### src/rtl/pc_seq_stage_if.sv
// pc_seq_stage_if: control, operand and status bundle for the PC sequencing stage
interface pc_seq_stage_if;
  logic        start;
  logic        step;
  logic [11:0] pc_next;
  logic        flip;
  logic        halt;
  logic        resume;
  logic        br_load;
  logic        br_add;
  logic [11:0] br_val;
  logic [11:0] pc;
  logic [11:0] pc_seq;
  logic [11:0] pc_br;
  logic        dir;
  logic        running;
  logic [15:0] step_cnt;
  logic        trap;
  modport master (
    output start, step, pc_next, flip, halt, resume, br_load, br_add, br_val,
    input  pc, pc_seq, pc_br, dir, running, step_cnt, trap
  );
  modport slave (
    input  start, step, pc_next, flip, halt, resume, br_load, br_add, br_val,
    output pc, pc_seq, pc_br, dir, running, step_cnt, trap
  );
endinterface

### src/rtl/pc_seq_stage.sv
// pc_seq_stage: reversible PC sequencer (IDLE/RUN/HALT) with branch register and step counter
// Optional wrap trap enabled by defining PC_WRAP_TRAP_EN.
module pc_seq_stage (
  input logic            clk,
  input logic            rst_n,
  pc_seq_stage_if.slave  bus
);
  localparam logic [1:0] IDLE = 2'd0;
  localparam logic [1:0] RUN  = 2'd1;
  localparam logic [1:0] HALT = 2'd2;
  logic [1:0]  state, state_nxt;
  logic [11:0] pc, br, seq;
  logic [15:0] step_cnt;
  logic        dir, trap, commit, trip, resumed;
  assign seq     = dir ? pc - 12'd1 : pc + 12'd1;
  assign commit  = state == RUN && bus.step && !bus.halt;
  assign resumed = state == HALT && bus.resume && !bus.halt;
`ifdef PC_WRAP_TRAP_EN
  // A step that follows the sequential path across the 4095/0 boundary traps
  assign trip = commit && bus.pc_next == seq && (dir ? pc == 12'd0 : pc == 12'hfff);
`else
  assign trip = 1'b0;
`endif
  always_comb
    state_nxt = state == IDLE ? (bus.start ? RUN : IDLE) :
                state == RUN  ? ((bus.halt || trip) ? HALT : RUN) :
                resumed ? RUN : HALT;
  always_ff @(posedge clk) begin
    if (!rst_n) begin
      state    <= IDLE;
      pc       <= 12'd0;
      br       <= 12'd0;
      dir      <= 1'b0;
      step_cnt <= 16'd0;
      trap     <= 1'b0;
    end else begin
      state <= state_nxt;
      if (commit) begin
        pc       <= bus.pc_next;
        step_cnt <= dir ? step_cnt - 16'd1 : step_cnt + 16'd1;
      end
      if (state != IDLE) begin
        if (bus.flip) dir <= ~dir;
        if (bus.br_load) br <= bus.br_val;
        else if (bus.br_add) br <= dir ? br - bus.br_val : br + bus.br_val;
      end
      if (trip) trap <= 1'b1;
      else if (resumed) trap <= 1'b0;
    end
  end
  // Reset is synchronous, so the select inputs are forced while it is asserted
  assign bus.pc_seq   = !rst_n ? 12'd1 : seq;
  assign bus.pc_br    = !rst_n ? 12'd0 : (dir ? pc - br : pc + br);
  assign bus.pc       = pc;
  assign bus.dir      = dir;
  assign bus.running  = state == RUN;
  assign bus.step_cnt = step_cnt;
  assign bus.trap     = trap;
endmodule
### src/flat_wrapper.sv
// flat-port wrapper written by rule: the top's interface ports become plain ports
module pc_seq_stage_flat 
  (clk, rst_n, bus_start, bus_step, bus_pc_next, bus_flip, bus_halt, bus_resume, bus_br_load, bus_br_add, bus_br_val, bus_pc, bus_pc_seq, bus_pc_br, bus_dir, bus_running, bus_step_cnt, bus_trap);
  pc_seq_stage_if bus_i ();
  input logic clk;
  input logic rst_n;
  input wire logic [$bits(bus_i.start)-1:0] bus_start;
  input wire logic [$bits(bus_i.step)-1:0] bus_step;
  input wire logic [$bits(bus_i.pc_next)-1:0] bus_pc_next;
  input wire logic [$bits(bus_i.flip)-1:0] bus_flip;
  input wire logic [$bits(bus_i.halt)-1:0] bus_halt;
  input wire logic [$bits(bus_i.resume)-1:0] bus_resume;
  input wire logic [$bits(bus_i.br_load)-1:0] bus_br_load;
  input wire logic [$bits(bus_i.br_add)-1:0] bus_br_add;
  input wire logic [$bits(bus_i.br_val)-1:0] bus_br_val;
  output wire logic [$bits(bus_i.pc)-1:0] bus_pc;
  output wire logic [$bits(bus_i.pc_seq)-1:0] bus_pc_seq;
  output wire logic [$bits(bus_i.pc_br)-1:0] bus_pc_br;
  output wire logic [$bits(bus_i.dir)-1:0] bus_dir;
  output wire logic [$bits(bus_i.running)-1:0] bus_running;
  output wire logic [$bits(bus_i.step_cnt)-1:0] bus_step_cnt;
  output wire logic [$bits(bus_i.trap)-1:0] bus_trap;
  assign bus_i.start = bus_start;
  assign bus_i.step = bus_step;
  assign bus_i.pc_next = bus_pc_next;
  assign bus_i.flip = bus_flip;
  assign bus_i.halt = bus_halt;
  assign bus_i.resume = bus_resume;
  assign bus_i.br_load = bus_br_load;
  assign bus_i.br_add = bus_br_add;
  assign bus_i.br_val = bus_br_val;
  assign bus_pc = bus_i.pc;
  assign bus_pc_seq = bus_i.pc_seq;
  assign bus_pc_br = bus_i.pc_br;
  assign bus_dir = bus_i.dir;
  assign bus_running = bus_i.running;
  assign bus_step_cnt = bus_i.step_cnt;
  assign bus_trap = bus_i.trap;
  pc_seq_stage u_core (.clk(clk), .rst_n(rst_n), .bus(bus_i));
endmodule
### config.mk
export PLATFORM = sky130hd
export DESIGN_NAME = pc_seq_stage_flat
export DESIGN_NICKNAME = d
export VERILOG_FILES = /design/src/rtl/pc_seq_stage_if.sv /design/src/rtl/pc_seq_stage.sv /design/src/flat_wrapper.sv
export SDC_FILE = /design/constraint.sdc
export NUM_CORES = 1
export LEC_CHECK = 0
export ABC_AREA = 1
export BUFFER_PORTS_ARGS = -buffer_cell sky130_fd_sc_hd__buf_2
export CAP_MARGIN = 40
export CORE_MARGIN = 10
export CORE_UTILIZATION = 30
export DETAILED_ROUTE_END_ITERATION = 10
export PLACE_DENSITY_LB_ADDON = 0.05
export RECOVER_POWER = 50
export SYNTH_ARGS = -nofsm -noshare
export SYNTH_HDL_FRONTEND = slang
export SYNTH_SLANG_ARGS = --single-unit
### constraint.sdc
create_clock -name clk -period 3.2 [get_ports clk]
set_clock_uncertainty 0.2 [all_clocks]
set_input_delay 0.32 -clock clk [delete_from_list [all_inputs] [get_ports clk]]
set_output_delay 0.32 -clock clk [all_outputs]
set_load 0.01 [all_outputs]
**Word level (Yosys, flattened, before mapping)**

Cells that the tools add are included.

- Register bits: 43
- Bits in latches: 0
- RAM bits: 0
- ROM bits: 0
- Input port bits: 33
- Output and inout bits: 55
- Word-level logic and storage cells: 39
- Memories kept: 0

- $add $sub $neg: 8
- $mul: 0
- Divide/modulo/power cells: 0
- $lt $le $gt $ge: 0
- Eq/ne operators: 2
- Shifts and indexed selects: 0
- Mux-type cells: 13
- Bitwise gates (word level): 1
- Reductions and logical operators: 10

Operators with widths:

| cell | number |
|---|---|
| 2-to-1 mux 12 bit | 7 |
| adder 12 bit | 2 |
| subtractor 12 bit | 2 |
| adder 16 x 1 -> 16 bit (second input constant) | 1 |
| 2-to-1 mux 16 bit | 1 |
| subtractor 16 x 1 -> 16 bit (second input constant) | 1 |
| adder 12 x 1 -> 12 bit (second input constant) | 1 |
| subtractor 12 x 1 -> 12 bit (second input constant) | 1 |
| 2-to-1 mux 2 bit | 4 |
| logical AND 1 bit | 4 |
| AND reduction 2 bit | 2 |
| nonzero test 2 bit | 2 |
| equality test 2 x 1 -> 1 bit (second input constant) | 1 |
| equality test 2 bit (second input constant) | 1 |
| logical NOT 2 bit | 1 |
| logical NOT 1 bit | 1 |
| 2-to-1 mux 1 bit | 1 |
| inverter 1 bit | 1 |

**Longest topological paths before layout**

- Depth in word-level cells: 6
- Gate-level depth with buffers: 20
- Gate-level depth less buffers: 20

**Worst setup path before layout**

Ideal clock, no wire load.

- Path type: register to output
- Start: register u_core.dir (netlist: u_core.bus.dir)
- End: output port bus_pc_br[10]
- Arrival: 2.778 ns
- Data required time: 2.680 ns
- Setup slack: -0.098 ns
- Cell stages (with the launch flop): 13
- Buffers on the path: 2
- Cells stage by stage: dfxtp_1 -> buf_2 -> clkbuf_1 -> nor2_1 -> xor2_1 -> inv_1 -> ha_1 -> inv_1 -> nor3_1 -> nand3_1 -> nand4_1 -> o21ai_0 -> a21oi_1

- Cells in the longest elaborated chain, start to end: 2

RTL lines:

| what | RTL line | text |
|---|---|---|
| from (decl) | pc_seq_stage.sv:14 | `logic dir, trap, commit, trip, resumed;` |
| from (signal assigned) | pc_seq_stage.sv:43 | `if (bus.flip) dir <= ~dir;` |
| 2-to-1 mux 12 bit (2 in series) | pc_seq_stage.sv:53 | `assign bus.pc_br = !rst_n ? 12'd0 : (dir ? pc - br : pc + br);` |
| to (decl) | flat_wrapper.sv:18 | `output wire logic [$bits(bus_i.pc_br)-1:0] bus_pc_br;` |

No other way between the ends.

**Final worst setup path**

- Start: register u_core.br[2]
- End: output port bus_pc_br[10]

- Cells in the longest elaborated chain, start to end: 3
- Elaborated cells between the ends (all ways): 4
- Those cells by class: 2 x add/sub; 2 x mux

RTL lines:

| what | RTL line | text |
|---|---|---|
| from (decl) | pc_seq_stage.sv:12 | `logic [11:0] pc, br, seq;` |
| from (signal assigned) | pc_seq_stage.sv:44 | `if (bus.br_load) br <= bus.br_val;` |
| from (signal assigned) | pc_seq_stage.sv:45 | `else if (bus.br_add) br <= dir ? br - bus.br_val : br + bus.br_val;` |
| adder 12 bit or subtractor 12 bit (tied branches) | pc_seq_stage.sv:53 |  |
| 2-to-1 mux 12 bit (*) (2 in series) | pc_seq_stage.sv:53 |  |

Every way passes the cells marked *; elsewhere a longest branch is shown, timed or not.

==> metrics.md <==
| Metric | Value |
|---|---|
| Status | complete, no violations |
| Worst Hold Class | in2reg |
| First-pass GRT wire length | 24.2 mm |
| Synthesized area | roughly 4700 um2 |
| Worst-Skew Late Latency | roughly 300 ps |
| CTS max path bufs | 2 |
| Fmax | 0.322 GHz |
| Worst-path clk slew | about 70 ps |
| Most common cell after layout, fill and taps aside | nand2_1 |
| Mean Syn Cell Area | 6.28 um2 |
| Cells after Synth | 745 |
| Met2 usage | 0.233 |
| Setup ws final | 96.3 ps |
| Sequential-to-total area share from yosys stat | 0.184 |
| Netlist cell types | 42 |
| Slew @ Worst Pin | 1100 ps |
| Clock sinks | 43 |
| Final GP Congestion | slightly below 0.9 |
| Port bufs | 86 |
| Met1 Usage GRT | 0.194 |
| Via density | around 4.7 |
| Cell area power density | between 400 and 500 nW/um2 |
| Setup Viol. Count Final | 0 |
| Most frequent cells in the layout | nand2_1, nor2_1, inv_1 |
| DRC viols | 0 |
| Dpl hpwl | roughly 12 mm |
| GRT Total Usage | 0.146 |
| Largest net degree at the start of global routing | 40 |
| Worst setup EP type | output port |
| CP Max Fanout | 3 |
| Final hold slack | 85.0 ps |
| Pint | between 1.5 and 2 mW |
| Pre-CTS WS | 106 ps |
| GR peak layer | met2 |
| Fin crit period | 3100 ps |
| Pins over their slew limit | 0 |
| Antenna-violating nets left | 0 |
| Period Utilization, post-route | 0.970 |
| Area grow syn2layout | 23.2% |
| Share of cells above drive strength 1 | 0.184 |
| Horiz. Die Dim | 145 um |
| Flop pwr share | 0.238 |
| Ys async rst share | 0 |
| Num CTS Buffers | 5 |
| Hold-fix buffers, CTS | 0 |
| Final hold violation count | 0 |
| Initial drt markers | 200 |
| CP required | 2680 ps |
| GRT overflow | 0 |
| Clock root buffer | clkbuf_16 |
| Final Cell Area | 5760 um2 |
| Max-Cap Viols | 0 |
| Worst path cell trace | inv_4, nand3_2, nor2_2, nand2_2, nor2_2, nor2_1, xor2_1, inv_1, ha_4, inv_1, nor3_2, nand3_1, nand4_1, o21ai_0, a21oi_1, buf_2 |
| Met3 usage | 0.0346 |
| CP max stage cell | dfxtp_2 |
| Synth warnings | 0 |
| Net Switching | between 1 and 1.5 mW |
| CORE AREA | 15300 um2 |
| Critical Setup Path Class | reg2out |
| WL/cell | ~15 um |
| H-tree depth | 2 |
| Final net count | 925 |
| Top-Level Pins | 88 |
| Filler cells | 1707 |
| WP depth | 16 |
| Comb pwr share | 0.530 |
| Vias | 4956 |
| Max VDD drop | ~0.00018 V |
| RSZ-0062 raised after global routing | true |
| TritonRoute pass-1 iters | 4 |
| Flops & latches, synth | 43 |
| Cell area after placement | around 5300 um2 |
| CP max stage delay | 340 ps |
| Final WL | 15.6 mm |
| Switching part of the total | 0.425 |
| Post-Syn Nets | 830 |
| Arrival @ worst endpoint | 2580 ps |
| Vias in the first global route | 4623 |
| CP bufs+invs | 4 |
| Main synth FF type | dfxtp_1 |
| CP top delay family | simple AND/OR/NAND/NOR gates |
| P_leak | 2.97 nW |
| Hold-critical path depth | 3 |
| Initial antenna violation count | 0 |
| EDFF count, synth | 0 |
| Worst rel slew slack | 0.268 |
| CTS tree | yes |
| Total die area | 21000 um2 |
| Height of the die | 145 um |
| Site Rows | 45 |
| Antenna diodes | 0 |
| Starting Density | 0.307 |
| Reg2reg path depth | 12 |
| CP Launch Type | flop |
| Clk pwr share | 0.232 |
## registers in the layout, indices dropped and copies added (netlist names)
signal,count
u_core.bus.step_cnt,16
u_core.br,12
u_core.bus.pc,12
u_core.state,2
u_core.bus.dir,1
## cell type report
class,instances,area (um2),area share
Tap cell,211,264,0.0458
Sequential cell,43,872,0.151
Clock inverter,2,35.0,0.00608
Clock buffer,6,139,0.0241
Inverter,105,404,0.0701
Timing Repair Buffer,106,558,0.0968
Multi-Input combinational cell,579,3490,0.606
## path summary, 6_finish.rpt
path                       start  slack [ps]          endpoint
hold / removal    bus_pc_next[2]          90  u_core.bus.pc[2]
setup reg to reg  u_core.bus.dir         530      u_core.br[7]
hold reg to reg     u_core.br[1]         310      u_core.br[1]
setup / recovery    u_core.br[2]         100     bus_pc_br[10]
## kinds of logic after synthesis
family          share of synthesized area
simple gates                        0.286
fa+ha+maj                           0.145
xor+xnor                           0.0637
other cells                      0.000802
compound gates                      0.215
flops                               0.184
buf+inv                             0.105
## cells in the mapped netlist (4+ instances only)
master | n | share of area
nand2_1 | 126 | 0.10
fa_1 | 4 | 0.017
nand2_2 | 9 | 0.012
nand3_1 | 48 | 0.051
dfxtp_1 | 43 | 0.18
nor2_1 | 101 | 0.081
a21oi_1 | 80 | 0.086
nand4_1 | 7 | 0.0094
xor2_1 | 27 | 0.051
ha_1 | 48 | 0.13
o21bai_1 | 4 | 0.0064
a21o_1 | 9 | 0.014
a21oi_2 | 7 | 0.013
nor3_1 | 7 | 0.0075
xnor2_1 | 7 | 0.013
buf_2 | 7 | 0.0075
o21ai_0 | 61 | 0.065
inv_1 | 99 | 0.079
o21ai_1 | 5 | 0.0053
clkbuf_1 | 6 | 0.0048
## through the flow
stage	instances	utilization	power, mW	setup TNS, ps
6_report	1052	0.378	2.66	0
5_1_grt	1052	0.378	2.87	-139
3_5_place_dp	1033	0.350	1.86	0
4_1_cts	1042	0.366	2.54	0
2_1_floorplan	745	-	1.51	0
3_3_place_gp	1033	0.350	1.87	0
## layer usage
metal / vias to the layer above / wire, um
li1: 2646 / -
met1: 2202 / 7730
met2: 99 / 6750
met3: 9 / 986
met4: 0 / 141
met5: - / 0
## worst reg2reg max path, stage by stage (launching register included)
cell and delay (ps):
dfxtp_4 420, buf_6 320, nor2_1 110, a22oi_1 210, ha_1 350, a21oi_1 230
nand2_1 150, nand2_1 90, nand3_1 90, a21oi_1 140, o21ai_1 80, nand2_1 90
a21oi_1 70
## power by group through the flow
stage                     combinational [mW]  clock, mW  sequential, mW
after CTS                               1.28      0.637           0.626
after global routing                    1.58      0.660           0.638
after floorplan                        0.878          0           0.632
final                                   1.41      0.617           0.632
after detailed placement                1.23          0           0.636
after global placement                  1.23          0           0.635
## repair_timing
item / 4_1_cts / 5_1_grt
pin swaps: 1 / 21
setup endpoints to repair: 7 / 10
buffers inserted: 1 / 10
resized for setup: 14 / 39
endpoints found under the hold margin: 0 / 0
(Power assumes the default switching activity.)
